$ cat config.mk
export PLATFORM = sky130hd
export DESIGN_NAME = tpram_stream_reader_flat
export DESIGN_NICKNAME = d
export VERILOG_FILES = /design/src/rtl/tpram_stream_reader_pkg.sv /design/src/rtl/tpram_stream_reader_if.sv /design/src/rtl/tpram_stream_reader_rd_fifo.sv /design/src/rtl/tpram_stream_reader.sv /design/src/flat_wrapper.sv
export SDC_FILE = /design/constraint.sdc
export NUM_CORES = 1
export LEC_CHECK = 0
export CAP_MARGIN = 25
export CORE_ASPECT_RATIO = 0.8
export CORE_MARGIN = 5
export CORE_UTILIZATION = 50
export DETAILED_ROUTE_END_ITERATION = 6
export PLACE_DENSITY = 0.73
export SLEW_MARGIN = 20
export SYNTH_ARGS = -nofsm -noshare
export SYNTH_HDL_FRONTEND = slang
export SYNTH_SLANG_ARGS = --single-unit
$ cat constraint.sdc
create_clock -name clk -period 5.4 [get_ports clk]
set_clock_uncertainty 0.1 [all_clocks]
set_input_delay 0.81 -clock clk [delete_from_list [all_inputs] [get_ports clk]]
set_output_delay 0.81 -clock clk [all_outputs]
set_load 0.1 [all_outputs]
$ cat src/rtl/tpram_stream_reader_pkg.sv
// Shared definitions for the TPRAM read-stream engine: default widths and FSM state encoding.
package tpram_stream_reader_pkg;

    localparam int ADDR_W_DEF    = 8;
    localparam int DATA_W_DEF    = 16;
    localparam int LEN_W_DEF     = 9;
    localparam int BUF_DEPTH_DEF = 4;

    typedef enum logic [1:0] {
        IDLE  = 2'd0,
        RUN   = 2'd1,
        DRAIN = 2'd2,
        DONE  = 2'd3
    } rd_state_e;

endpackage

$ cat src/rtl/tpram_stream_reader_if.sv
// Bundle of job control, TPRAM port-B and output stream signals for the read engine.
interface tpram_stream_reader_if
    import tpram_stream_reader_pkg::*;
#(
    parameter int ADDR_W = ADDR_W_DEF,
    parameter int DATA_W = DATA_W_DEF,
    parameter int LEN_W  = LEN_W_DEF
) ();

    logic              start;
    logic [ADDR_W-1:0] start_addr;
    logic [LEN_W-1:0]  len;
    logic              busy;
    logic              done;
    logic              ram_enb;
    logic [ADDR_W-1:0] ram_addrb;
    logic [DATA_W-1:0] ram_data_o_b;
    logic              m_valid;
    logic              m_ready;
    logic [DATA_W-1:0] m_data;
    logic              m_last;

    // master is the read engine itself; slave is the job issuer, RAM and consumer side
    modport master (
        input  start, start_addr, len, ram_data_o_b, m_ready,
        output busy, done, ram_enb, ram_addrb, m_valid, m_data, m_last
    );

    modport slave (
        output start, start_addr, len, ram_data_o_b, m_ready,
        input  busy, done, ram_enb, ram_addrb, m_valid, m_data, m_last
    );

endinterface

$ cat src/rtl/tpram_stream_reader_rd_fifo.sv
// Small synchronous FIFO holding captured RAM words plus their last flag.
module tpram_rd_fifo #(
    parameter  int WIDTH = 17,
    parameter  int DEPTH = 4,
    localparam int PTR_W = $clog2(DEPTH),
    localparam int CNT_W = PTR_W + 1
) (
    input  logic             clk,
    input  logic             rst,
    input  logic             push_i,
    input  logic [WIDTH-1:0] pushData_i,
    input  logic             pop_i,
    output logic [WIDTH-1:0] headData_o,
    output logic             full_o,
    output logic             empty_o,
    output logic [CNT_W-1:0] count_o
);

    logic [WIDTH-1:0] mem_q [DEPTH];
    logic [PTR_W-1:0] wrPtr_q;
    logic [PTR_W-1:0] rdPtr_q;
    logic [CNT_W-1:0] count_q;
    logic             doPush;
    logic             doPop;

    // a push into a full FIFO is still accepted when the head leaves in the same cycle
    assign doPop  = pop_i && (count_q != '0);
    assign doPush = push_i && ((count_q != CNT_W'(DEPTH)) || doPop);

    always_ff @(posedge clk) begin
        if (rst) begin
            wrPtr_q <= '0;
            rdPtr_q <= '0;
            count_q <= '0;
        end else begin
            if (doPush) begin
                wrPtr_q <= wrPtr_q + 1'b1;
            end
            if (doPop) begin
                rdPtr_q <= rdPtr_q + 1'b1;
            end
            if (doPush && !doPop) begin
                count_q <= count_q + 1'b1;
            end else if (doPop && !doPush) begin
                count_q <= count_q - 1'b1;
            end
        end
    end

    always_ff @(posedge clk) begin
        if (doPush) begin
            mem_q[wrPtr_q] <= pushData_i;
        end
    end

    assign headData_o = mem_q[rdPtr_q];
    assign full_o     = (count_q == CNT_W'(DEPTH));
    assign empty_o    = (count_q == '0);
    assign count_o    = count_q;

endmodule

$ cat src/rtl/tpram_stream_reader.sv
// Read-side engine for the two-port RAM: issues port-B reads for a job and streams the words
// out on a valid/ready interface, with a credit check so the output buffer can never overflow.
module tpram_stream_reader
    import tpram_stream_reader_pkg::*;
#(
    parameter int ADDR_W    = ADDR_W_DEF,
    parameter int DATA_W    = DATA_W_DEF,
    parameter int LEN_W     = LEN_W_DEF,
    parameter int BUF_DEPTH = BUF_DEPTH_DEF
) (
    input logic                  clk,
    input logic                  rst,
    tpram_stream_reader_if.master bus
);

    localparam int CNT_W = $clog2(BUF_DEPTH) + 1;
    localparam int OCC_W = CNT_W + 1;

    rd_state_e         state_q;
    logic [ADDR_W-1:0] addr_q;
    logic [LEN_W-1:0]  remain_q;
    logic              ramEnb_q;
    logic [ADDR_W-1:0] ramAddrb_q;
    logic              enbLast_q;
    logic              inflight_q;
    logic              inflightLast_q;
    logic              busy_q;
    logic              done_q;

    logic [DATA_W:0]   fifoHead;
    logic              fifoFull;
    logic              fifoEmpty;
    logic [CNT_W-1:0]  fifoCount;
    logic              popFire;
    logic [OCC_W-1:0]  occNext;
    logic              creditOk;
    logic              drainDone;

    tpram_rd_fifo #(
        .WIDTH (DATA_W + 1),
        .DEPTH (BUF_DEPTH)
    ) u_fifo (
        .clk        (clk),
        .rst        (rst),
        .push_i     (inflight_q),
        .pushData_i ({inflightLast_q, bus.ram_data_o_b}),
        .pop_i      (popFire),
        .headData_o (fifoHead),
        .full_o     (fifoFull),
        .empty_o    (fifoEmpty),
        .count_o    (fifoCount)
    );

    assign popFire = !fifoEmpty && bus.m_ready;

    // Reads are decided one edge early, so the credit check looks at the occupancy
    // (buffer count plus in-flight word) the issuing cycle will actually see.
    assign occNext   = OCC_W'(fifoCount) + OCC_W'(inflight_q) + OCC_W'(ramEnb_q) - OCC_W'(popFire);
    assign creditOk  = (occNext < OCC_W'(BUF_DEPTH));
    assign drainDone = !inflight_q && !ramEnb_q &&
                       ((fifoCount == '0) || ((fifoCount == CNT_W'(1)) && popFire));

    always_ff @(posedge clk) begin
        if (rst) begin
            state_q        <= IDLE;
            addr_q         <= '0;
            remain_q       <= '0;
            ramEnb_q       <= 1'b0;
            ramAddrb_q     <= '0;
            enbLast_q      <= 1'b0;
            inflight_q     <= 1'b0;
            inflightLast_q <= 1'b0;
            busy_q         <= 1'b0;
            done_q         <= 1'b0;
        end else begin
            inflight_q     <= ramEnb_q;
            inflightLast_q <= enbLast_q;
            ramEnb_q       <= 1'b0;
            ramAddrb_q     <= '0;
            enbLast_q      <= 1'b0;
            done_q         <= 1'b0;
            case (state_q)
                IDLE: begin
                    if (bus.start) begin
                        if (bus.len != '0) begin
                            state_q    <= RUN;
                            busy_q     <= 1'b1;
                            ramEnb_q   <= 1'b1;
                            ramAddrb_q <= bus.start_addr;
                            enbLast_q  <= (bus.len == LEN_W'(1));
                            addr_q     <= bus.start_addr + 1'b1;
                            remain_q   <= bus.len - 1'b1;
                        end else begin
                            state_q <= DONE;
                            done_q  <= 1'b1;
                        end
                    end
                end
                RUN: begin
                    if (remain_q == '0) begin
                        state_q <= DRAIN;
                    end else if (creditOk) begin
                        ramEnb_q   <= 1'b1;
                        ramAddrb_q <= addr_q;
                        enbLast_q  <= (remain_q == LEN_W'(1));
                        addr_q     <= addr_q + 1'b1;
                        remain_q   <= remain_q - 1'b1;
                    end
                end
                DRAIN: begin
                    if (drainDone) begin
                        state_q <= DONE;
                        busy_q  <= 1'b0;
                        done_q  <= 1'b1;
                    end
                end
                DONE: begin
                    state_q <= IDLE;
                end
                default: begin
                    state_q <= IDLE;
                end
            endcase
        end
    end

    // the credit check guarantees a capture never lands in a full buffer without a pop
    a_noOverflow: assert property (@(posedge clk) disable iff (rst)
        !(fifoFull && inflight_q && !popFire));

    assign bus.busy      = busy_q;
    assign bus.done      = done_q;
    assign bus.ram_enb   = ramEnb_q;
    assign bus.ram_addrb = ramAddrb_q;
    assign bus.m_valid   = !fifoEmpty;
    assign bus.m_data    = fifoEmpty ? '0 : fifoHead[DATA_W-1:0];
    assign bus.m_last    = fifoEmpty ? 1'b0 : fifoHead[DATA_W];

endmodule

$ cat src/flat_wrapper.sv
// flat-port wrapper written by rule: the top's interface ports become plain ports
module tpram_stream_reader_flat import tpram_stream_reader_pkg::*;
#(
    parameter int ADDR_W    = ADDR_W_DEF,
    parameter int DATA_W    = DATA_W_DEF,
    parameter int LEN_W     = LEN_W_DEF,
    parameter int BUF_DEPTH = BUF_DEPTH_DEF
)
  (clk, rst, bus_start, bus_start_addr, bus_len, bus_ram_data_o_b, bus_m_ready, bus_busy, bus_done, bus_ram_enb, bus_ram_addrb, bus_m_valid, bus_m_data, bus_m_last);
  tpram_stream_reader_if #(.ADDR_W(ADDR_W), .DATA_W(DATA_W), .LEN_W(LEN_W)) bus_i ();
  input logic clk;
  input logic rst;
  input wire logic [$bits(bus_i.start)-1:0] bus_start;
  input wire logic [$bits(bus_i.start_addr)-1:0] bus_start_addr;
  input wire logic [$bits(bus_i.len)-1:0] bus_len;
  input wire logic [$bits(bus_i.ram_data_o_b)-1:0] bus_ram_data_o_b;
  input wire logic [$bits(bus_i.m_ready)-1:0] bus_m_ready;
  output wire logic [$bits(bus_i.busy)-1:0] bus_busy;
  output wire logic [$bits(bus_i.done)-1:0] bus_done;
  output wire logic [$bits(bus_i.ram_enb)-1:0] bus_ram_enb;
  output wire logic [$bits(bus_i.ram_addrb)-1:0] bus_ram_addrb;
  output wire logic [$bits(bus_i.m_valid)-1:0] bus_m_valid;
  output wire logic [$bits(bus_i.m_data)-1:0] bus_m_data;
  output wire logic [$bits(bus_i.m_last)-1:0] bus_m_last;
  assign bus_i.start = bus_start;
  assign bus_i.start_addr = bus_start_addr;
  assign bus_i.len = bus_len;
  assign bus_i.ram_data_o_b = bus_ram_data_o_b;
  assign bus_i.m_ready = bus_m_ready;
  assign bus_busy = bus_i.busy;
  assign bus_done = bus_i.done;
  assign bus_ram_enb = bus_i.ram_enb;
  assign bus_ram_addrb = bus_i.ram_addrb;
  assign bus_m_valid = bus_i.m_valid;
  assign bus_m_data = bus_i.m_data;
  assign bus_m_last = bus_i.m_last;
  tpram_stream_reader #(.ADDR_W(ADDR_W), .DATA_W(DATA_W), .LEN_W(LEN_W), .BUF_DEPTH(BUF_DEPTH)) u_core (.clk(clk), .rst(rst), .bus(bus_i));
endmodule
After elaboration in Yosys (flattened, before gate mapping)

Memory sizes are Yosys's and may differ from the RTL's. A register that Yosys moved wholly into a read port is not among the register bits.
Index checks and enable logic that the tools add are counted.

Bits in registers: 40
RAM bits: 68
Input bits: 37
Output and inout port bits: 29
Word-level logic and storage cells: 111
Memories kept: 1

Add/subtract/negate cells: 11
Order comparisons: 1
Eq/ne operators: 13
Multiplexer cells: 46
Reductions and logical operators: 26

Memory list:

| memory              | depth | bits a word | read ports | clocked after Yosys merged registers in | wr ports | line                              | source |
|---|---|---|---|---|---|---|---|
| u_core.u_fifo.mem_q | 4     | 17          | 1          | 1                                       | 1        | tpram_stream_reader_rd_fifo.sv:19 | `logic [WIDTH-1:0] mem_q [DEPTH];` |

Operators with widths:

| cell                  | number |
|---|---|
| $mux W8               | 8 |
| $mux W9               | 4 |
| $pmux W8 S2           | 2 |
| $eq A9 B1 Y1 const B  | 2 |
| $pmux W9 S2           | 1 |
| $sub A9 B1 Y9 const B | 2 |
| $mux W1               | 17 |
| $add A8 B1 Y8 const B | 2 |
| $mux W16              | 1 |
| $mux W2               | 6 |
| $logic_not A9 Y1      | 1 |
| $reduce_bool A9 Y1    | 1 |
| $logic_and A1 B1 Y1   | 8 |
| $ne A2 B1 Y1 const B  | 4 |
| $pmux W1 S2           | 4 |
| $pmux W2 S4           | 1 |
| $mux W3               | 2 |
| $reduce_bool A2 Y1    | 3 |
| $logic_not A1 Y1      | 5 |
| $reduce_and A5 Y1     | 1 |
| $add A2 B1 Y2 const B | 2 |
| $add A3 B1 Y4         | 1 |
| $add A4 B1 Y4         | 1 |
| $eq A2 B2 Y1 const B  | 2 |
| 14 further kinds      | 16 |

Logic depth before layout (Yosys ltp)

Depth after elaboration: 10
Mapped depth: 15
Gate-level depth less buffers: 14

Hierarchy

A second synthesis with hierarchy kept.

Cell total of the unflattened synthesis: 426
Area, all modules: 5387.7 um2

Modules (own cells, without submodules):

| module              | instances | cells an instance | area an instance (um2) | sequential area each (um2) |
|---|---|---|---|---|
| tpram_rd_fifo       | 1         | 137               | 2940.3                 | 2222.1 |
| tpram_stream_reader | 1         | 289               | 2447.3                 | 660.6 |

Worst setup path after synthesis

Ideal clock, no wire load.

Path kind: reg2out
Start: reg u_core.u_fifo.count_q[0], in the netlist u_core.u_fifo.count_o[0]
End: out bus_m_data[10]
Arrival time: 2687 ps
Data required time: 4490 ps
Setup slack: 1803 ps
Cell stages (with the launch flop): 6
Buffers on the path: 1
Cells stage by stage: dfxtp_1 -> inv_1 -> ha_1 -> nand2_1 -> clkbuf_1 -> and2_1

Longest elaborated chain between the ends: 2

Ends and longest elaborated chain:

| what                   | line                              | source |
|---|---|---|
| start, declared        | tpram_stream_reader_rd_fifo.sv:22 | `logic [CNT_W-1:0] count_q;` |
| start signal, assigned | tpram_stream_reader_rd_fifo.sv:43 | `count_q <= count_q + 1'b1;` |
| start signal, assigned | tpram_stream_reader_rd_fifo.sv:45 | `count_q <= count_q - 1'b1;` |
| $logic_not A3 Y1       | tpram_stream_reader_rd_fifo.sv:58 | `assign empty_o = (count_q == '0);` |
| $mux W16               | tpram_stream_reader.sv:136        | `assign bus.m_data = fifoEmpty ? '0 : fifoHead[DATA_W-1:0];` |
| end, declared          | flat_wrapper.sv:23                | `output wire logic [$bits(bus_i.m_data)-1:0] bus_m_data;` |

No other way between the ends.

==> run summary <==
==============================================================================
Unrepaired setup endpoints after global routing                          false
Number of hold-repair buffers added at the cts stage                         0
Peak Freq                                                              244 MHz
Share of synthesized registers carrying an async set or reset                0
Via count of the first global-routing pass                                3712
Starting DRC count in detailed routing                                     358
Layout Nets                                                                558
Fraction of final layout cells sized beyond drive strength 1             0.101
Required time of the worst setup path                                  4490 ps
Overall track demand over capacity in global routing                     0.185
Die width                                                          125 microns
Register share of total power                                            0.286
CTS sink cnt                                                               110
Met1 capacity usage during global routing                                0.265
Arrival time at the worst endpoint                                     3190 ps
Wirelength per Cell                                               17.7 microns
GR peak layer                                                             met2
Setup slack on the worst flop-to-flop path                             1340 ps
Result of the run                                                 finished, final reports clean
Max-cap check violation count                                                0
Biggest fanout along the worst timing path                                  12
CP Class                                                               reg2out
Setup violations, final                                                      0
Average footprint of a synthesized cell                             12.0 sq um
Antenna violations before repair                                             0
Y dimension of the die                                             102 microns
Area growth from synthesis to layout                                     20.1%
Number of unique standard cell types used by synthesis                      63
Relative contribution of combinational cells to total power              0.549
Critical Path, Cell by Cell                                       buf_4 -> mux4_2 -> and2_1 -> clkdlybuf4s50_1
Number of resized instances in the post-cts repair step                      0
Grt met2 use                                                             0.292
Placed cell area                                                    6050 sq um
End of the worst register-to-register path                        u_core.remain_q[5]
TritonCTS clock tree                                                     built
Detail-routed via count per cell                                          5.78
Largest stage delay on the critical path                                960 ps
Half-perimeter wire length after detailed placement               8010 microns
Minimum hold slack                                                      353 ps
Met3 Track Usage GR                                                     0.0361
Total chip power                                                     0.00402 W
Final design area excluding fillers                                 6340 sq um
Bufs on Longest Clock Path                                                   2
Class of the most critical hold timing path                            reg2reg
EDFF count, synth                                                           68
Power share of the clock group                                           0.165
Post-route antenna net violation count                                       0
Total Neg Setup Slack                                                     0 ps
Total CTS buffers                                                            9
Static leakage power                                                   2.18 nW
Number of max-slew violations in the final report                            0
Core Region                                                        10300 sq um
Most frequent cells in the layout                                 sky130_fd_sc_hd__edfxtp_1, sky130_fd_sc_hd__clkdlybuf4s50_1, sky130_fd_sc_hd__dfxtp_1
PwrDens                                                            634 nW/um^2
Total via count in the routed design                                      3728
Wire length of the first global-routing pass                      18900 microns
Number of buffers added on ports                                            65
End of the critical path                                          bus_m_data[3]
Commonest non-fill, non-tap cell in the layout                    sky130_fd_sc_hd__edfxtp_1
Final estimated routing congestion in global placement                   0.866
Initial standard-cell utilization of the core                            0.514
Post-route fraction of the period consumed by the critical path          0.759
DRC violations left                                                          0
H-tree levels                                                                3
Clock latency at the later pin of the worst-skew pair                   340 ps
Register bit count reported by yosys                                       110
Floorplan row count                                                         33
Sw frac                                                                  0.490
Area of the die                                                    12700 sq um
Transition time at the pin with the least slew margin                  1010 ps
Number of buffers inserted by post-CTS setup repair                          0
Synth warn                                                                   0
Pin count of the biggest net entering global routing                        28
Final Hold Fails                                                             0
Number of cells produced by synthesis                                      439
Internal power                                                       0.00205 W
Clock transition at path regs                                            70 ps
Portion of the post-synthesis area used by sequential elements           0.546
Buffer type at the clock tree root                                sky130_fd_sc_hd__clkbuf_16
Syn Std Cell Area                                                   5280 sq um
Worst max-slew margin expressed relative to the limit                    0.327
TritonRoute pass-1 iters                                                     5
RR Startpoint                                                     u_core.u_fifo.count_o[0]
Post-synthesis net count                                                   497
Worst reg2reg path depth                                                    14
Total length of routed wires                                      11400 microns
Count of pins on the block boundary                                         66
Count of inserted antenna diode cells                                        0
Crit path max-delay cell type                                     sky130_fd_sc_hd__clkdlybuf4s50_1
Total net switching power                                            0.00197 W
Crit path time final                                                   4100 ps
Sum of overflow across all layers after global routing                       0
Most used DFF post-synth                                          sky130_fd_sc_hd__edfxtp_1
CP Capture Type                                                   primary output
Critical Path Source Type                                             register
Worst IR drop on VDD                                                  0.344 mV
==============================================================================
[worst min-delay path by stage]
stage / start / to / slack (ps) / cells past startpoint
2_1_floorplan: u_core.enbLast_q / u_core.inflightLast_q / 310 / 1
3_3_place_gp: u_core.enbLast_q / u_core.inflightLast_q / 330 / 1
3_5_place_dp: u_core.enbLast_q / u_core.inflightLast_q / 350 / 1
4_1_cts: u_core.enbLast_q / u_core.inflightLast_q / 360 / 1
5_1_grt: u_core.enbLast_q / u_core.inflightLast_q / 370 / 1
6_report: u_core.enbLast_q / u_core.inflightLast_q / 350 / 1
[critical path, delay by kind of cell, from the launching register on]
family        cells  cell delay, ps
flops             1             870
simple gates      1             170
mux               1             520
buf+inv           2            1280
[metal layers]
layer | vias to the layer above | wire length (microns)
met5 | - | 0
met4 | 0 | 126
met3 | 12 | 587
met2 | 131 | 5420
met1 | 1833 | 5300
li1 | 1752 | -
[layout make-up]
| class | instances | area (sq um) |
|---|---|---|
| clock buffers | 10 | 229 |
| clock inverters | 6 | 68.8 |
| fillers | 811 | 3940 |
| inverters | 28 | 105 |
| multi-input cells | 282 | 2200 |
| flip-flops and latches | 110 | 2880 |
| well taps | 140 | 175 |
| repair buffers | 69 | 681 |
[flip-flops by register name, summed over array words and instances (netlist names), named ones only]
register	count
u_core.u_fifo.mem_q	68
u_core.inflight_q	1
u_core.u_fifo.wrPtr_q	2
u_core.bus.ram_enb	1
u_core.u_fifo.count_o	3
u_core.bus.ram_addrb	8
u_core.inflightLast_q	1
u_core.bus.busy	1
u_core.remain_q	9
u_core.state_q	2
u_core.bus.done	1
u_core.enbLast_q	1
u_core.u_fifo.rdPtr_q	2
u_core.addr_q	8
[power by group through the flow]
stage / Sequential (W) / Combinational (W) / Clock [W]
after floorplan: 0.00122 / 0.00163 / 0
after global placement: 0.00116 / 0.00217 / 0
after detailed placement: 0.00117 / 0.00220 / 0
after CTS: 0.00115 / 0.00221 / 0.000680
after global routing: 0.00117 / 0.00235 / 0.000713
final: 0.00115 / 0.00221 / 0.000662
[Yosys cell counts (2+ instances only)]
master / instances / area share
sky130_fd_sc_hd__a22oi_1: 8 / 0.011
sky130_fd_sc_hd__a32oi_1: 3 / 0.0050
sky130_fd_sc_hd__o21bai_1: 2 / 0.0028
sky130_fd_sc_hd__nor2_1: 37 / 0.026
sky130_fd_sc_hd__nor2b_1: 3 / 0.0036
sky130_fd_sc_hd__buf_6: 2 / 0.0043
sky130_fd_sc_hd__nand2b_1: 8 / 0.0095
sky130_fd_sc_hd__ha_1: 21 / 0.050
sky130_fd_sc_hd__nor4b_1: 2 / 0.0033
sky130_fd_sc_hd__or3_1: 3 / 0.0036
sky130_fd_sc_hd__mux2i_1: 4 / 0.0076
sky130_fd_sc_hd__a211oi_1: 7 / 0.010
sky130_fd_sc_hd__edfxtp_1: 68 / 0.39
sky130_fd_sc_hd__a21oi_1: 24 / 0.023
sky130_fd_sc_hd__dfxtp_1: 42 / 0.16
sky130_fd_sc_hd__mux4_2: 17 / 0.072
sky130_fd_sc_hd__nand2_1: 14 / 0.010
sky130_fd_sc_hd__nand3_1: 12 / 0.011
sky130_fd_sc_hd__nand3b_1: 4 / 0.0057
sky130_fd_sc_hd__or4_1: 2 / 0.0028
sky130_fd_sc_hd__clkbuf_1: 11 / 0.0078
sky130_fd_sc_hd__nor4_1: 7 / 0.0083
sky130_fd_sc_hd__o21ai_0: 14 / 0.013
sky130_fd_sc_hd__xnor2_1: 6 / 0.010
sky130_fd_sc_hd__buf_1: 2 / 0.0014
sky130_fd_sc_hd__o21a_1: 2 / 0.0028
sky130_fd_sc_hd__nor3_1: 5 / 0.0047
sky130_fd_sc_hd__and2_1: 23 / 0.027
sky130_fd_sc_hd__o31ai_1: 3 / 0.0043
sky130_fd_sc_hd__inv_1: 27 / 0.019
sky130_fd_sc_hd__o32ai_1: 7 / 0.012
sky130_fd_sc_hd__a31oi_1: 2 / 0.0024
sky130_fd_sc_hd__o21ai_1: 4 / 0.0038
sky130_fd_sc_hd__mux2_2: 2 / 0.0043
sky130_fd_sc_hd__buf_2: 4 / 0.0038
sky130_fd_sc_hd__xor2_1: 10 / 0.017
[metrics by stage]
step / util / setup WS (ps) / cells
floorplan: - / 1800 / 439
global placement: 0.588 / 1640 / 629
detailed placement: 0.588 / 1440 / 629
CTS: 0.617 / 1230 / 645
global route: 0.617 / 1030 / 645
finish: 0.617 / 1300 / 645
[cells by family (layout without fill, tap and decap cells)]
kind of cell	Yosys count	after routing	share of synthesized area
flip-flops	110	110	0.546
AO/OA/AOI/OAI	89	89	0.118
buffers and inverters	47	113	0.0372
multiplexers	23	23	0.0843
XOR/XNOR	16	16	0.0265
adder cells (fa/ha/maj)	21	21	0.0498
AND/OR/NAND/NOR	133	133	0.139
Power figures use the tool's default switching activity.
